## src/rtl/cla_pkg.sv

```systemverilog
// cla_pkg -- shared definitions for the pipelined carry-lookahead adder.
//   cla_op_e  : operation encoding (OP_ADD = 0, OP_SUB = 1)
//   cla_width : datapath width helper, returns n**levels
package cla_pkg;

  typedef enum logic {
    OP_ADD = 1'b0,
    OP_SUB = 1'b1
  } cla_op_e;

  // Integer power used to size the datapath from group size and level count.
  function automatic int cla_width(input int n, input int levels);
    int w;
    w = 1;
    for (int i = 0; i < levels; i++) begin
      w = w * n;
    end
    return w;
  endfunction

endpackage

```

## src/rtl/cla_group_stage.sv

```systemverilog
// cla_group_stage -- one lookahead group of N children at one level.
// Ports:
//   g, p   in  N  child generate / propagate
//   gg, gp out 1  group generate / propagate
//   pg, pp out N  prefix generate / propagate into each child, measured from
//                 the group's own carry-in (pg[0] = 0, pp[0] = 1). A child's
//                 carry-in is pg[i] | (pp[i] & group_carry_in).
module cla_group_stage #(
  parameter int N = 4
) (
  input  logic [N-1:0] g,
  input  logic [N-1:0] p,
  output logic         gg,
  output logic         gp,
  output logic [N-1:0] pg,
  output logic [N-1:0] pp
);

  // Prefix generate/propagate across the children; the loop unrolls into
  // flat lookahead terms.
  always_comb begin
    logic gen_acc;
    logic prop_acc;
    gen_acc  = 1'b0;
    prop_acc = 1'b1;
    pg       = '0;
    pp       = '0;
    for (int i = 0; i < N; i++) begin
      pg[i]    = gen_acc;
      pp[i]    = prop_acc;
      gen_acc  = g[i] | (p[i] & gen_acc);
      prop_acc = p[i] & prop_acc;
    end
    gg = gen_acc;
    gp = prop_acc;
  end

endmodule

```

## src/rtl/pipelined_cla_adder.sv

```systemverilog
// pipelined_cla_adder -- W = N**LEVELS bit add/subtract, LEVELS+1 stages,
// valid/ready handshake on both sides.
// Ports:
//   clk, rst_n           clock, async active-low reset
//   in_valid / in_ready  operand handshake (in_ready = out_ready | !out_valid)
//   a, b, c_in, op       operands, carry-in (add only), 0 = add, 1 = a - b
//   out_valid / out_ready result handshake
//   sum, c_out, overflow result, carry-out (sub: 1 = no borrow), signed ovf
// Build option: define PIPELINED_CLA_OVERFLOW_EN to compute overflow;
// otherwise the overflow port is tied to 0.
//
// Each intermediate stage keeps, per bit, a (generate, propagate) prefix from
// the start of the enclosing lookahead group at the current level. Resolving
// one level folds the parent-group prefix of each child into those bit
// prefixes, so after the top level they are absolute prefixes and only the
// real carry-in remains to be applied.
module pipelined_cla_adder
  import cla_pkg::*;
#(
  parameter  int N      = 4,
  parameter  int LEVELS = 2,
  localparam int W      = cla_width(N, LEVELS)
) (
  input  logic         clk,
  input  logic         rst_n,
  input  logic         in_valid,
  output logic         in_ready,
  input  logic [W-1:0] a,
  input  logic [W-1:0] b,
  input  logic         c_in,
  input  logic         op,
  output logic         out_valid,
  input  logic         out_ready,
  output logic [W-1:0] sum,
  output logic         c_out,
  output logic         overflow
);

  localparam int TOP = LEVELS - 1;

  logic advance;
  assign advance  = out_ready | ~out_valid;
  assign in_ready = advance;

  for (genvar k = 0; k < LEVELS; k++) begin : g_lvl
    localparam int SPAN = cla_width(N, k);   // bits per level-k group
    localparam int MK   = W / SPAN;          // level-k groups
    localparam int MN   = MK / N;            // level-(k+1) groups

    logic          valid_r;
    logic          cin_r;
    logic [W-1:0]  pbit_r;                   // per-bit a ^ b_eff for the sum
    logic [W-1:0]  bg_r;
    logic [W-1:0]  bp_r;
    logic [MK-1:0] gg_r;
    logic [MK-1:0] gp_r;
    logic [MN-1:0] nxt_gg;
    logic [MN-1:0] nxt_gp;
    logic [MK-1:0] cg;
    logic [MK-1:0] cp;
    logic [W-1:0]  nxt_bg;
    logic [W-1:0]  nxt_bp;

    if (k == 0) begin : g_load
      logic [W-1:0] b_eff;
      logic         cin_eff;

      // Subtraction is a + ~b + 1; the external carry-in is ignored then.
      always_comb begin
        b_eff   = (op == OP_SUB) ? ~b : b;
        cin_eff = (op == OP_SUB) ? 1'b1 : c_in;
      end

      // Stage 1: capture per-bit generate/propagate; each bit starts as its own group.
      always_ff @(posedge clk or negedge rst_n) begin
        if (!rst_n) begin
          valid_r <= 1'b0;
          cin_r   <= 1'b0;
          pbit_r  <= '0;
          bg_r    <= '0;
          bp_r    <= '0;
          gg_r    <= '0;
          gp_r    <= '0;
        end else if (advance) begin
          valid_r <= in_valid;
          cin_r   <= cin_eff;
          pbit_r  <= a ^ b_eff;
          bg_r    <= '0;
          bp_r    <= '1;
          gg_r    <= a & b_eff;
          gp_r    <= a ^ b_eff;
        end
      end
    end else begin : g_load
      // Later stages: register the previous level's resolved prefixes.
      always_ff @(posedge clk or negedge rst_n) begin
        if (!rst_n) begin
          valid_r <= 1'b0;
          cin_r   <= 1'b0;
          pbit_r  <= '0;
          bg_r    <= '0;
          bp_r    <= '0;
          gg_r    <= '0;
          gp_r    <= '0;
        end else if (advance) begin
          valid_r <= g_lvl[k-1].valid_r;
          cin_r   <= g_lvl[k-1].cin_r;
          pbit_r  <= g_lvl[k-1].pbit_r;
          bg_r    <= g_lvl[k-1].nxt_bg;
          bp_r    <= g_lvl[k-1].nxt_bp;
          gg_r    <= g_lvl[k-1].nxt_gg;
          gp_r    <= g_lvl[k-1].nxt_gp;
        end
      end
    end

    for (genvar j = 0; j < MN; j++) begin : g_grp
      cla_group_stage #(.N(N)) u_grp (
        .g  (gg_r[j*N +: N]),
        .p  (gp_r[j*N +: N]),
        .gg (nxt_gg[j]),
        .gp (nxt_gp[j]),
        .pg (cg[j*N +: N]),
        .pp (cp[j*N +: N])
      );
    end

    // Extend each bit's prefix by the prefix of the level-k group holding it.
    for (genvar i = 0; i < W; i++) begin : g_bit
      assign nxt_bg[i] = bg_r[i] | (bp_r[i] & cg[i / SPAN]);
      assign nxt_bp[i] = bp_r[i] & cp[i / SPAN];
    end
  end

  logic [W-1:0] carry;
  logic         carry_out;

  // Apply the real carry-in to the absolute prefixes of the top level.
  always_comb begin
    carry     = g_lvl[TOP].nxt_bg | (g_lvl[TOP].nxt_bp & {W{g_lvl[TOP].cin_r}});
    carry_out = g_lvl[TOP].nxt_gg[0] | (g_lvl[TOP].nxt_gp[0] & g_lvl[TOP].cin_r);
  end

  // Output stage: result registers hold while the consumer stalls.
  always_ff @(posedge clk or negedge rst_n) begin
    if (!rst_n) begin
      out_valid <= 1'b0;
      sum       <= '0;
      c_out     <= 1'b0;
    end else if (advance) begin
      out_valid <= g_lvl[TOP].valid_r;
      sum       <= g_lvl[TOP].pbit_r ^ carry;
      c_out     <= carry_out;
    end
  end

`ifdef PIPELINED_CLA_OVERFLOW_EN
  // Signed overflow: carry into the MSB differs from carry out of it.
  always_ff @(posedge clk or negedge rst_n) begin
    if (!rst_n) begin
      overflow <= 1'b0;
    end else if (advance) begin
      overflow <= carry[W-1] ^ carry_out;
    end
  end
`else
  assign overflow = 1'b0;
`endif

endmodule

```

## config.mk

```make
export PLATFORM = sky130hd
export DESIGN_NAME = pipelined_cla_adder
export DESIGN_NICKNAME = d
export VERILOG_FILES = /design/src/rtl/cla_pkg.sv /design/src/rtl/cla_group_stage.sv /design/src/rtl/pipelined_cla_adder.sv
export SDC_FILE = /design/constraint.sdc
export NUM_CORES = 1
export LEC_CHECK = 0
export CELL_PAD_IN_SITES_DETAIL_PLACEMENT = 1
export CELL_PAD_IN_SITES_GLOBAL_PLACEMENT = 2
export CORE_AREA = 2 2 135 111
export DETAILED_ROUTE_END_ITERATION = 6
export DIE_AREA = 0 0 137 113
export PLACE_DENSITY = 0.91
export SYNTH_ARGS = -nofsm -noshare
export SYNTH_HDL_FRONTEND = slang
export SYNTH_HIERARCHICAL = 1
export SYNTH_SLANG_ARGS = --single-unit
```

## constraint.sdc

```tcl
create_clock -name clk -period 3.47 [get_ports clk]
set_input_delay 1.041 -clock clk [delete_from_list [all_inputs] [get_ports clk]]
set_output_delay 1.041 -clock clk [all_outputs]
set_load 0.02 [all_outputs]
```

Yosys cells after proc, flatten, opt, wreduce, memory -nomap -nowiden
Index checks and enable logic that the tools add are counted.
- register bits: 107
- input bits: 38
- output and inout port bits: 20
- logic and storage cells: 129
- muxes and demuxes: 2
- bitwise logic cells: 112
- operators with widths (kind ; count):
    1-bit AND ; 79
    16-bit AND ; 2
    16-bit bitwise XOR ; 2
    1-bit OR ; 26
    16-bit two-way mux ; 1
    16-bit NOT ; 1
    16-bit OR ; 1
    1-bit two-way mux ; 1
    1-bit NOT ; 1

Longest topological paths before layout
- word-level depth: 8
- depth in mapped cells: 7
- gate-level depth less buffers: 6

Modules after synthesis
The synthesis kept the hierarchy.
- by module, submodules not included (module ; times used ; cells an instance ; area an instance (um^2) ; seq. area each (um^2)):
    pipelined_cla_adder ; 1 ; 526 ; 4833.4 ; 2777.7
    cla_group_stage ; 5 ; 13 ; 91.3 ; 0.0

Worst setup path after synthesis
OpenSTA, ideal clock, no wires.
- path type: input-to-output
- from: in out_ready
- to: out in_ready
- arrival time: 1571 ps
- required time: 2429 ps
- setup slack: 858 ps
- stages: 5
- buffers on the path: 3
- path through: nor2b_4 > buf_6 > inv_2 > buf_6 > buf_6
- word-level cells in the longest chain between the ends: 1
- RTL lines (element ; RTL line ; RTL):
    start, declared ; pipelined_cla_adder.sv:33 ; input logic out_ready,
    1-bit OR ; pipelined_cla_adder.sv:42 ; assign advance = out_ready | ~out_valid;
    end, declared ; pipelined_cla_adder.sv:27 ; output logic in_ready,
Every way passes these cells.

Worst setup path in the final report
Same ends and word-level chain as after synthesis.

==> out/summary.txt <==
Worst Clk Skew - 0.00628 ns
maxcap violations - 0
slew margin rel. - 18.2%
Cells after DPL - 785
ANT cells - 0
Die W - 137 µm
initial core utilization - 37.6%
setup bufs post-CTS - 0
Setup-failing EPs final - 0
number of global-route vias before repair - 3888
final instance area - 0.00606 mm²
Worst-Margin Slew - 1.23 ns
max incr delay on CP - 0.54 ns
Mean Syn Cell Area - 8.95 µm²
drc violations - 0
worst vdd ir - 0.000365 V
class of the worst hold path - flip-flop to flip-flop
Max FO, Critical Path - 2
Final Routed Wirelength - 11400 µm
Synth top area share - 52.5%
total global-route track usage - 15.9%
Mapped Cells - 591
largest net degree at the start of global routing - 94
placer congestion estimate - 0.757
Die Span Y - 113 µm
final hold vios - 0
post-cts resize count - 0
Syn Nets - 645
Non-Filler Instances - 799
CP Buf/Inv Count - 3
Rows - 39
Setup CP Type - input port to output port
synthesized flop and latch total - 111
Routed Antenna Nets - 0
CP endpoint kind - output port
CTS Hold Buffers Added - 0
hpwl dp - 7590 µm
sequential share of the synthesized area - 52.5%
highest layer used for signal routing - met4
detailed-routed wire length on met3 - 342 µm
initial DRC count - 186
cell repeated most along the worst path - clkdlybuf4s50_1
largest area contributor in the netlist - dfrtp_1
fin crit share - 95.9%
pre-CTS WS - 0.148 ns
ordered cell list for the critical path - clkdlybuf4s50_1, nor2b_4, inv_2, clkdlybuf4s50_1
top-level port count - 58
data arrival time of the critical path - 2.29 ns
htree depth - 3
number of buffers created by CTS - 9
sequential cell area - 0.00278 mm²
fraction of layout cells with a size suffix above 1 - 5.85%
Period minus WS final - 3.33 ns
Met2 Wirelength - 4870 µm
Vias - 3687
grt ovf - 0
met1 WL - 5990 µm
WL/cell - 14.3 µm
first-pass GRT wire length - 19300 µm
CTS tree - done
Final Slew Violations - 0
Warnings, synthesis - 6
top cells by area, synth - dfrtp_1, nand2_1, xor2_1
PortBufs - 56
status - finished clean
# clock sinks - 111
initial antenna violation count - 0
RSZ-0062 raised after global routing - false
Final Core Density - 43.1%
Worst-Skew Late Latency - 0.35 ns
clock root buffer - clkbuf_16
Area growth syn-to-layout - 14.6%
Vias per Instance - 4.61
Top delay family on crit path - buffers and inverters
type of origin of the critical path - input port
CTS Buffer Depth - 2
Core ar. - 0.0141 mm²
Final #Nets - 666
CP Data Required Time - 2.43 ns
Lkg Pwr - 3.14 nW
Setup WS post-layout - 0.142 ns
die area - 0.0155 mm²
clk slew on worst S/H paths - 0.07 ns
area occupied by multi-input gates - 0.00216 mm²
Yosys cell types - 21
placed inst area - 0.00578 mm²
Cell Area, Synth - 0.00529 mm²
maximum clock rate - 0.300 GHz
setup TNS - 0 ns
PD cells - 737 mW/mm²
crit path max-delay cell type - clkdlybuf4s50_1
DR pass1 iterations - 4
fillers - 1648
routing by layer:
layer	up-vias	GRT usage, %
met3	13	2.73
met1	1742	23.6
li1	1875	-
met4	0	5.91
met2	57	23.2
met5	-	0
cell usage after synthesis, drive strengths merged:
cell and instances:
nand2b 2, xor2 32, ha 16, a21o 19
a31o 5, conb 11, nor2b 1, clkbuf 10
and3 5, and2 10, buf 41, o21ai 18
dfrtp 111, nand3 32, a21oi 17, nand2 260
inv 1
cells by family (layout without fill, tap and decap cells):
kind of cell               count (synthesis)  count (layout)  synth area share [%]
DFF                                      111             111                  52.5
AOI/OAI and AO/OA                         59              59                  6.95
buffers and inverters                     52              76                  6.69
xor gates and xnor gates                  32              32                  5.30
adders and majority gates                 16              16                  3.78
other                                     11              11                 0.781
and+or+nand+nor                          310             310                  24.0
sequential cells by signal, indices dropped and copies added (netlist names):
signal	flops
g_lvl.bp_r	17
g_lvl.valid_r	2
g_lvl.gp_r	20
g_lvl.pbit_r	16
sum	16
g_lvl.gg_r	20
c_out	1
g_lvl.bg_r	16
g_lvl.cin_r	2
out_valid	1
layout by cell type, fill, tap and decap left out:
cell type	Yosys	final
and2_1	5	5
a21o_2	5	5
clkbuf_8	0	4
clkbuf_1	10	1
and2_2	5	5
a31o_1	5	5
clkbuf_16	0	9
buf_12	0	1
nand2_1	260	260
and3_2	5	5
conb_1	11	11
inv_2	1	1
nand2b_1	2	2
ha_1	16	16
nor2b_4	1	1
a21o_1	14	14
clkdlybuf4s50_1	0	55
dfrtp_1	111	111
nand3_1	32	32
o21ai_0	18	18
a21oi_1	17	17
buf_4	23	5
xor2_1	32	32
metrics by stage:
step | power, W | hold WS [ns]
detailed placement | 0.00351 | 0.457
finish | 0.00446 | 0.468
CTS | 0.00454 | 0.472
global route | 0.00480 | 0.499
global placement | 0.00342 | 0.445
floorplan | 0.00299 | 0.430
final cells by class:
cell class	instances	share of cell area [%]
clock buffer	14	4.69
tap	184	3.80
inverter	1	0.0619
sequential	111	45.8
multi-input combinational	428	35.6
timing repair buffer	61	10.0
path summary, 6_finish.rpt:
| check | start | end | slack, ns | depth (start not counted) |
|---|---|---|---|---|
| worst max-delay path | out_ready | in_ready | 0.14 | 4 |
| worst min-delay path | g_lvl[1].valid_r | g_lvl[1].valid_r | 0.47 | 2 |
| worst max register to register | out_valid | sum[14] | 1.41 | 4 |
| worst min register to register | g_lvl[1].valid_r | g_lvl[1].valid_r | 0.47 | 2 |
| max in group asynchronous | rst_n | g_lvl[1].bg_r[14] | 2.03 | 2 |
| min in group asynchronous | rst_n | g_lvl[0].gg_r[1] | 0.67 | 1 |
report_power, final:
group	leakage (nW)	internal, W	switching (W)
logic	1.62	0.000604	0.000820
registers	1.38	0.00172	0.000317
clock network	0.141	0.000559	0.000442
tightest hold or removal path, delay by kind of cell (launching register included):
family / cells / cell delay, ns
flops: 1 / 0.34
simple gates: 2 / 0.10
(Power assumes the default switching activity.)
